<file path="src/rtl/ipv_pkg.sv">
// ipv_pkg: shared IPV constants and state encoding for the serializer and reducer sides
package ipv_pkg;
  localparam int IPV_K_MAX = 8;
  localparam int IPV_CNT_W = 3;
  typedef enum logic {IPV_IDLE, IPV_SHIFT} ipv_state_e;
endpackage

</file>
<file path="src/rtl/ipv_serializer_if.sv">
// ipv_serializer_if: parallel vote-vector handshake in, serial IPV bit handshake out
interface ipv_serializer_if #(parameter int K = 4);
  logic [K-1:0] vov_in;
  logic vov_valid, vov_ready, ipv_out, ipv_valid, ipv_last, out_ready;
  modport master (output vov_in, vov_valid, out_ready, input vov_ready, ipv_out, ipv_valid, ipv_last);
  modport slave (input vov_in, vov_valid, out_ready, output vov_ready, ipv_out, ipv_valid, ipv_last);
endinterface

</file>
<file path="src/rtl/ipv_hold_slot.sv">
// ipv_hold_slot: one-entry registered holding buffer for a pending vote vector
module ipv_hold_slot #(parameter int W = 4) (
  input  logic         clk,
  input  logic         rst_n,
  input  logic         push,
  input  logic         pop,
  input  logic [W-1:0] in_data,
  output logic         full,
  output logic [W-1:0] data
);
  always_ff @(posedge clk or negedge rst_n)
    if (!rst_n) begin
      full <= 1'b0;
      data <= '0;
    end else if (push) begin
      full <= 1'b1;
      data <= in_data;
    end else if (pop) full <= 1'b0;
endmodule

</file>
<file path="src/rtl/ipv_serializer.sv">
// ipv_serializer: K-bit vote vector to LSB-first serial IPV stream
// define IPV_SER_HOLD_EN to add a one-entry hold slot giving gapless back-to-back frames
module ipv_serializer
  import ipv_pkg::*;
#(parameter int K = 4) (
  input logic clk,
  input logic rst_n,
  ipv_serializer_if.slave bus
);
  ipv_state_e state;
  logic [K-1:0] sr, ld_data;
  logic [IPV_CNT_W-1:0] cnt;
  logic xfer, last_x, accept, load;
  assign xfer = state == IPV_SHIFT && bus.out_ready;
  assign last_x = xfer && cnt == IPV_CNT_W'(K - 1);
  assign accept = bus.vov_valid && bus.vov_ready;
  assign bus.ipv_out = sr[0];
  assign bus.ipv_valid = state == IPV_SHIFT;
  assign bus.ipv_last = state == IPV_SHIFT && cnt == IPV_CNT_W'(K - 1);
`ifdef IPV_SER_HOLD_EN
  logic hold_full;
  logic [K-1:0] hold_data;
  ipv_hold_slot #(.W(K)) u_hold (
    .clk(clk), .rst_n(rst_n),
    .push(accept && state == IPV_SHIFT && !last_x),
    .pop(last_x && hold_full),
    .in_data(bus.vov_in), .full(hold_full), .data(hold_data)
  );
  assign bus.vov_ready = !hold_full;
  // the hold slot is only ever occupied while shifting, so idle loads always come from vov_in
  assign load = (state == IPV_IDLE && accept) || (last_x && (hold_full || accept));
  assign ld_data = hold_full ? hold_data : bus.vov_in;
`else
  assign bus.vov_ready = state == IPV_IDLE;
  assign load = accept;
  assign ld_data = bus.vov_in;
`endif
  always_ff @(posedge clk or negedge rst_n)
    if (!rst_n) begin
      state <= IPV_IDLE;
      sr <= '0;
      cnt <= '0;
    end else if (load) begin
      state <= IPV_SHIFT;
      sr <= ld_data;
      cnt <= '0;
    end else if (xfer) begin
      sr <= sr >> 1;
      cnt <= last_x ? '0 : cnt + IPV_CNT_W'(1);
      state <= last_x ? IPV_IDLE : IPV_SHIFT;
    end
endmodule

</file>
<file path="src/flat_wrapper.sv">
// flat-port wrapper written by rule: the top's interface ports become plain ports
module ipv_serializer_flat import ipv_pkg::*;
#(parameter int K = 4)
  (clk, rst_n, bus_vov_in, bus_vov_valid, bus_out_ready, bus_vov_ready, bus_ipv_out, bus_ipv_valid, bus_ipv_last);
  ipv_serializer_if #(.K(K)) bus_i ();
  input logic clk;
  input logic rst_n;
  input wire logic [$bits(bus_i.vov_in)-1:0] bus_vov_in;
  input wire logic [$bits(bus_i.vov_valid)-1:0] bus_vov_valid;
  input wire logic [$bits(bus_i.out_ready)-1:0] bus_out_ready;
  output wire logic [$bits(bus_i.vov_ready)-1:0] bus_vov_ready;
  output wire logic [$bits(bus_i.ipv_out)-1:0] bus_ipv_out;
  output wire logic [$bits(bus_i.ipv_valid)-1:0] bus_ipv_valid;
  output wire logic [$bits(bus_i.ipv_last)-1:0] bus_ipv_last;
  assign bus_i.vov_in = bus_vov_in;
  assign bus_i.vov_valid = bus_vov_valid;
  assign bus_i.out_ready = bus_out_ready;
  assign bus_vov_ready = bus_i.vov_ready;
  assign bus_ipv_out = bus_i.ipv_out;
  assign bus_ipv_valid = bus_i.ipv_valid;
  assign bus_ipv_last = bus_i.ipv_last;
  ipv_serializer #(.K(K)) u_core (.clk(clk), .rst_n(rst_n), .bus(bus_i));
endmodule
</file>
<file path="config.mk">
export PLATFORM = sky130hd
export DESIGN_NAME = ipv_serializer_flat
export DESIGN_NICKNAME = d
export VERILOG_FILES = /design/src/rtl/ipv_pkg.sv /design/src/rtl/ipv_serializer_if.sv /design/src/rtl/ipv_hold_slot.sv /design/src/rtl/ipv_serializer.sv /design/src/flat_wrapper.sv
export SDC_FILE = /design/constraint.sdc
export NUM_CORES = 1
export LEC_CHECK = 0
export ABC_AREA = 0
export CELL_PAD_IN_SITES_DETAIL_PLACEMENT = 2
export CELL_PAD_IN_SITES_GLOBAL_PLACEMENT = 2
export CORE_MARGIN = 1
export CORE_UTILIZATION = 23
export DETAILED_ROUTE_END_ITERATION = 10
export GPL_TIMING_DRIVEN = 0
export PLACE_DENSITY_LB_ADDON = 0.1
export SLEW_MARGIN = 5
export SYNTH_ARGS = -nofsm -noshare
export SYNTH_HDL_FRONTEND = slang
export SYNTH_SLANG_ARGS = --single-unit
</file>
<file path="constraint.sdc">
create_clock -name clk -period 1.05 [get_ports clk]
set_input_delay 0.1575 -clock clk [delete_from_list [all_inputs] [get_ports clk]]
set_output_delay 0.1575 -clock clk [all_outputs]
set_load 0.03 [all_outputs]
</file>
Word-level counts from Yosys, hierarchy flattened

Cells that the tools add are included.
Widths: inputs -> output; s select.

Add/subtract/negate cells: 1
Eq/ne operators: 1
Muxes and demuxes: 8
Bitwise logic cells: 1
Reductions and logical operators: 5

Operators with widths:

| operator            | count |
|---|---|
| $mux 3              | 3 |
| $mux 4              | 2 |
| $logic_and 1x1->1   | 4 |
| $add 3x1->3 const B | 1 |
| $eq 3x2->1 const B  | 1 |
| $mux 1              | 3 |
| $reduce_bool 2->1   | 1 |
| $not 1->1           | 1 |

Bits in registers: 8
Bits of input ports: 8
Output and inout port bits: 4
Logic and storage cells: 19

Depth between registers and ports, before layout

Depth in word-level cells: 5
Gate-level depth with buffers: 4
Gate-level depth less buffers: 4

Worst setup path before layout

No wires, ideal clock.

Path kind: reg2reg
Start point: register u_core.state (netlist: u_core.bus.ipv_valid)
End point: register u_core.sr[1]
Setup time: 0.077 ns
Arrival time: 1.083 ns
Data required time: 0.973 ns
Setup slack: -0.110 ns
Stages on the path, launching flop included: 5
Buffers on the path: 1
Period minus slack after synthesis: 1.160 ns
Path through: dfrtp_1 buf_6 nor2_2 or2_1 a21oi_1

Word-level cells in the longest chain between the ends: 3
Elaborated cells on any way between the ends: 5
Those cells by class: 1 x mux; 1 x bitwise; 3 x reduce/logical

RTL lines:

| what                                        | line                 | source |
|---|---|---|
| start: declaration                          | ipv_serializer.sv:10 | `ipv_state_e state;` |
| start signal: assignment                    | ipv_serializer.sv:50 | `state <= last_x ? IPV_IDLE : IPV_SHIFT;` |
| $not 1->1                                   | ipv_serializer.sv:34 | `assign bus.vov_ready = state == IPV_IDLE;` |
| $logic_and 1x1->1                           | ipv_serializer.sv:16 | `assign accept = bus.vov_valid && bus.vov_ready;` |
| $mux 4 or $reduce_bool 2->1 (tied branches) | --                   |  |
| end signal: assignment                      | ipv_serializer.sv:45 | `sr <= ld_data;` |
| end signal: assignment                      | ipv_serializer.sv:48 | `sr <= sr >> 1;` |
| end: declaration                            | ipv_serializer.sv:11 | `logic [K-1:0] sr, ld_data;` |

Several ways; a longest one is shown, not always the timed one.
A chain may end at the register's enable or synchronous reset.

Final worst setup path

Start point: register u_core.cnt[1]
End point: output bus_ipv_last

Word-level cells in the longest chain between the ends: 2

RTL lines:

| what                     | line                 | source |
|---|---|---|
| start: declaration       | ipv_serializer.sv:12 | `logic [IPV_CNT_W-1:0] cnt;` |
| start signal: assignment | ipv_serializer.sv:49 | `cnt <= last_x ? '0 : cnt + IPV_CNT_W'(1);` |
| $eq 3x2->1               | ipv_serializer.sv:19 | `assign bus.ipv_last = state == IPV_SHIFT && cnt == IPV_CNT_W'(K - 1);` |
| $logic_and 1x1->1        | ipv_serializer.sv:19 |  |
| end: declaration         | flat_wrapper.sv:14   | `output wire logic [$bits(bus_i.ipv_last)-1:0] bus_ipv_last;` |

Every way passes these cells.

==> flow_summary.toml <==
[outcome]
status = "finished with violations"
violations = "design-rule violations, negative setup slack"

[power]
p_total_mw = 1.84
netSwitchingFraction = 0.395
p_leak_nw = 0.334
p_seq_frac = 0.272
p_int_mw = 1.12
power_density_mw_per_mm2 = 2560
combPwrFrac = 0.577
ir_drop_uv = 976
p_sw_mw = 0.728
p_clk_frac = 0.151

[critical_path]
startpoint = "u_core.cnt[1]"
cp-endpoint = "bus_ipv_last"
arrival_ns = 1.22
cp_cell_sequence = "ha_2 -> nor2b_4 -> and2_4 -> buf_6"
timing_worst_setup_path_type = "reg -> out"
slowest_delay_ns = 0.38
slowest_stage = "dfrtp_1"
r2r-end = "u_core.cnt[1]"
crit_cells = 4
end_kind = "output pin"
crit_fanout = 2
reg2reg_depth = 6
cp.required_ns = 0.89
crit_family = "flip-flops"
startpoint_type = "register"
rrSetupSlack_ns = -0.21
r2r_start = "u_core.cnt[1]"
cp_num_buf_inv = 1

[yosys]
synth_cell_types = 19
synth.avg_cell_area_um2 = 10.1
synth_area_leaders = "dfrtp_1, mux2i_1, a21oi_1"
synth_seq_cells = 8
synth_top_area_share = 0.506
yosys.area.top_type = "dfrtp_1"
syn_inst = 39
yosysSeqAreaShare = 0.506
syn_area_um2 = 395
ys.warnings.count = 0
syn_nets = 48

[die]
die-area_mm2 = 0.00189
core_mm2 = 0.00156
io_pins = 12
start_util = 0.254
die_h_um = 43.5
rows = 14
die_w_um = 43.5

[clock_network]
cts_root_buf = "clkbuf_4"
cts_tree = "yes"
cts-htree-levels = 1
cts_hold_buf = 0
clk_latency_ns = 0.27
cts_made_buffers = 3
cts_sinks = 8
clk_pin_slew_worst_paths_ns = 0.06
cts_max_path_buffers = 2

[timing]
layout_min_cycle_time_ns = 1.38
fmax_mhz = 725
holdWs_ns = 0.178
finalClockSkew_ns = 0.00141
rsz0062_at_grt = "yes"
finalHoldViolCount = 0
slew_headroom = 0.734
tightest_slew_ns = 0.398
finalCritPeriodShare = 1.31
fin_ws_ns = -0.329
finalSetupTns_ns = -1.27
finalSetupViolations = 8
drv_slew = 0

[drt]
dr.pass1.iters = 7
remaining_drc_errors = 4
drt_wl_total_mm = 1.34
num_vias = 388
antenna_left = 0
viasPerCell = 4.97
dr.first_iter.drc_count = 12
avgRoutedWirePerCell_um = 17.2

[global_routing]
grt_pass1_vias = 447
grt_use_total = 0.164
antenna_found_initial = 0
grt_pass1_wl_mm = 2.10
grt_overflow = 0
grt_start_max_net_pins = 9

[placement]
port_buffers = 11
dpl.cell_count = 66
gp_congestion = 0.725
hpwl_um = 810

[finish]
stdcell_count = 78
final_cell_mix = "buf_4, dfrtp_1, clkdlybuf4s50_1"
drive_gt1_frac = 0.565
syn_to_final_growth_pct = 82.3
fin_nets = 72
antenna_cells = 0

[worst_hold_path]
hold_class = "in -> async"

[job]
maxCapViolations = 0
[cells by family after synthesis]
logic type / after synthesis / synth area share
multiplexers: 2 / 0.0506
flip-flops: 8 / 0.506
AND/OR/NAND/NOR: 11 / 0.165
buffers and inverters: 4 / 0.0570
AO/OA/AOI/OAI: 13 / 0.190
adder cells (fa/ha/maj): 1 / 0.0316
[power by group through the flow]
stage / Sequential [mW] / Clock [mW] / Combinational [mW]
CTS: 0.500 / 0.280 / 0.861
detailed placement: 0.507 / 0 / 0.641
floorplan: 0.544 / 0 / 0.360
global placement: 0.490 / 0 / 0.609
finish: 0.501 / 0.278 / 1.06
global route: 0.516 / 0.308 / 1.14
[worst min-delay path by stage]
stage / to / start / slack, ns
5_1_grt: u_core.cnt[2] / rst_n / 0.20
6_report: u_core.cnt[2] / rst_n / 0.18
4_1_cts: u_core.cnt[2] / rst_n / 0.19
3_5_place_dp: u_core.cnt[2] / rst_n / 0.48
2_1_floorplan: u_core.bus.ipv_valid / rst_n / -0.14
3_3_place_gp: u_core.sr[0] / rst_n / 0.46
[state kept, by name (all words and copies together), names as in the netlist]
| name | flops |
|---|---|
| u_core.cnt | 3 |
| u_core.sr | 4 |
| u_core.bus.ipv_valid | 1 |
[cell usage after synthesis]
library cell and number:
dfrtp_1 8, a21oi_1 3, inv_1 3, nand2_1 3, o21ai_0 3, a31oi_1 2
mux2i_1 2, nand2b_1 2, nor2b_1 2, o22ai_1 2, a211oi_1 1, and2_2 1
buf_6 1, ha_1 1, nor2_2 1, nor2b_2 1, o21ai_1 1, o31ai_1 1
or2_1 1
[what timing repair did]
action,in CTS,in global routing
pin swaps,2,3
endpoints found under the setup margin,8,11
buffers inserted,6,2
resized for setup,36,12
[stage by stage]
step / worst slack, ns / instance area [um2] / util
6_report: -0.329 / 721 / 0.462
5_1_grt: -0.373 / 721 / 0.462
3_3_place_gp: -0.626 / 543 / 0.348
2_1_floorplan: 0.00300 / 413 / -
4_1_cts: -0.325 / 661 / 0.424
3_5_place_dp: -0.657 / 543 / 0.348
[per-layer routing]
layer,track usage,vias to the layer above,routed length [um]
met2,0.270,13,692
met1,0.189,188,537
met5,0,-,0
met3,0.0250,4,64
li1,-,183,-
met4,0.131,0,46
[cell type report]
cell class | instances | area, um2
Buffer | 1 | 11.3
Clock buffer | 4 | 26.3
Fill cell | 165 | 838
Inverter | 3 | 11.3
Multi-Input combinational cell | 27 | 275
Sequential cell | 8 | 201
Tap cell | 16 | 20.0
Timing Repair Buffer | 19 | 175
No activity file was read; power rests on OpenSTA's default activity.
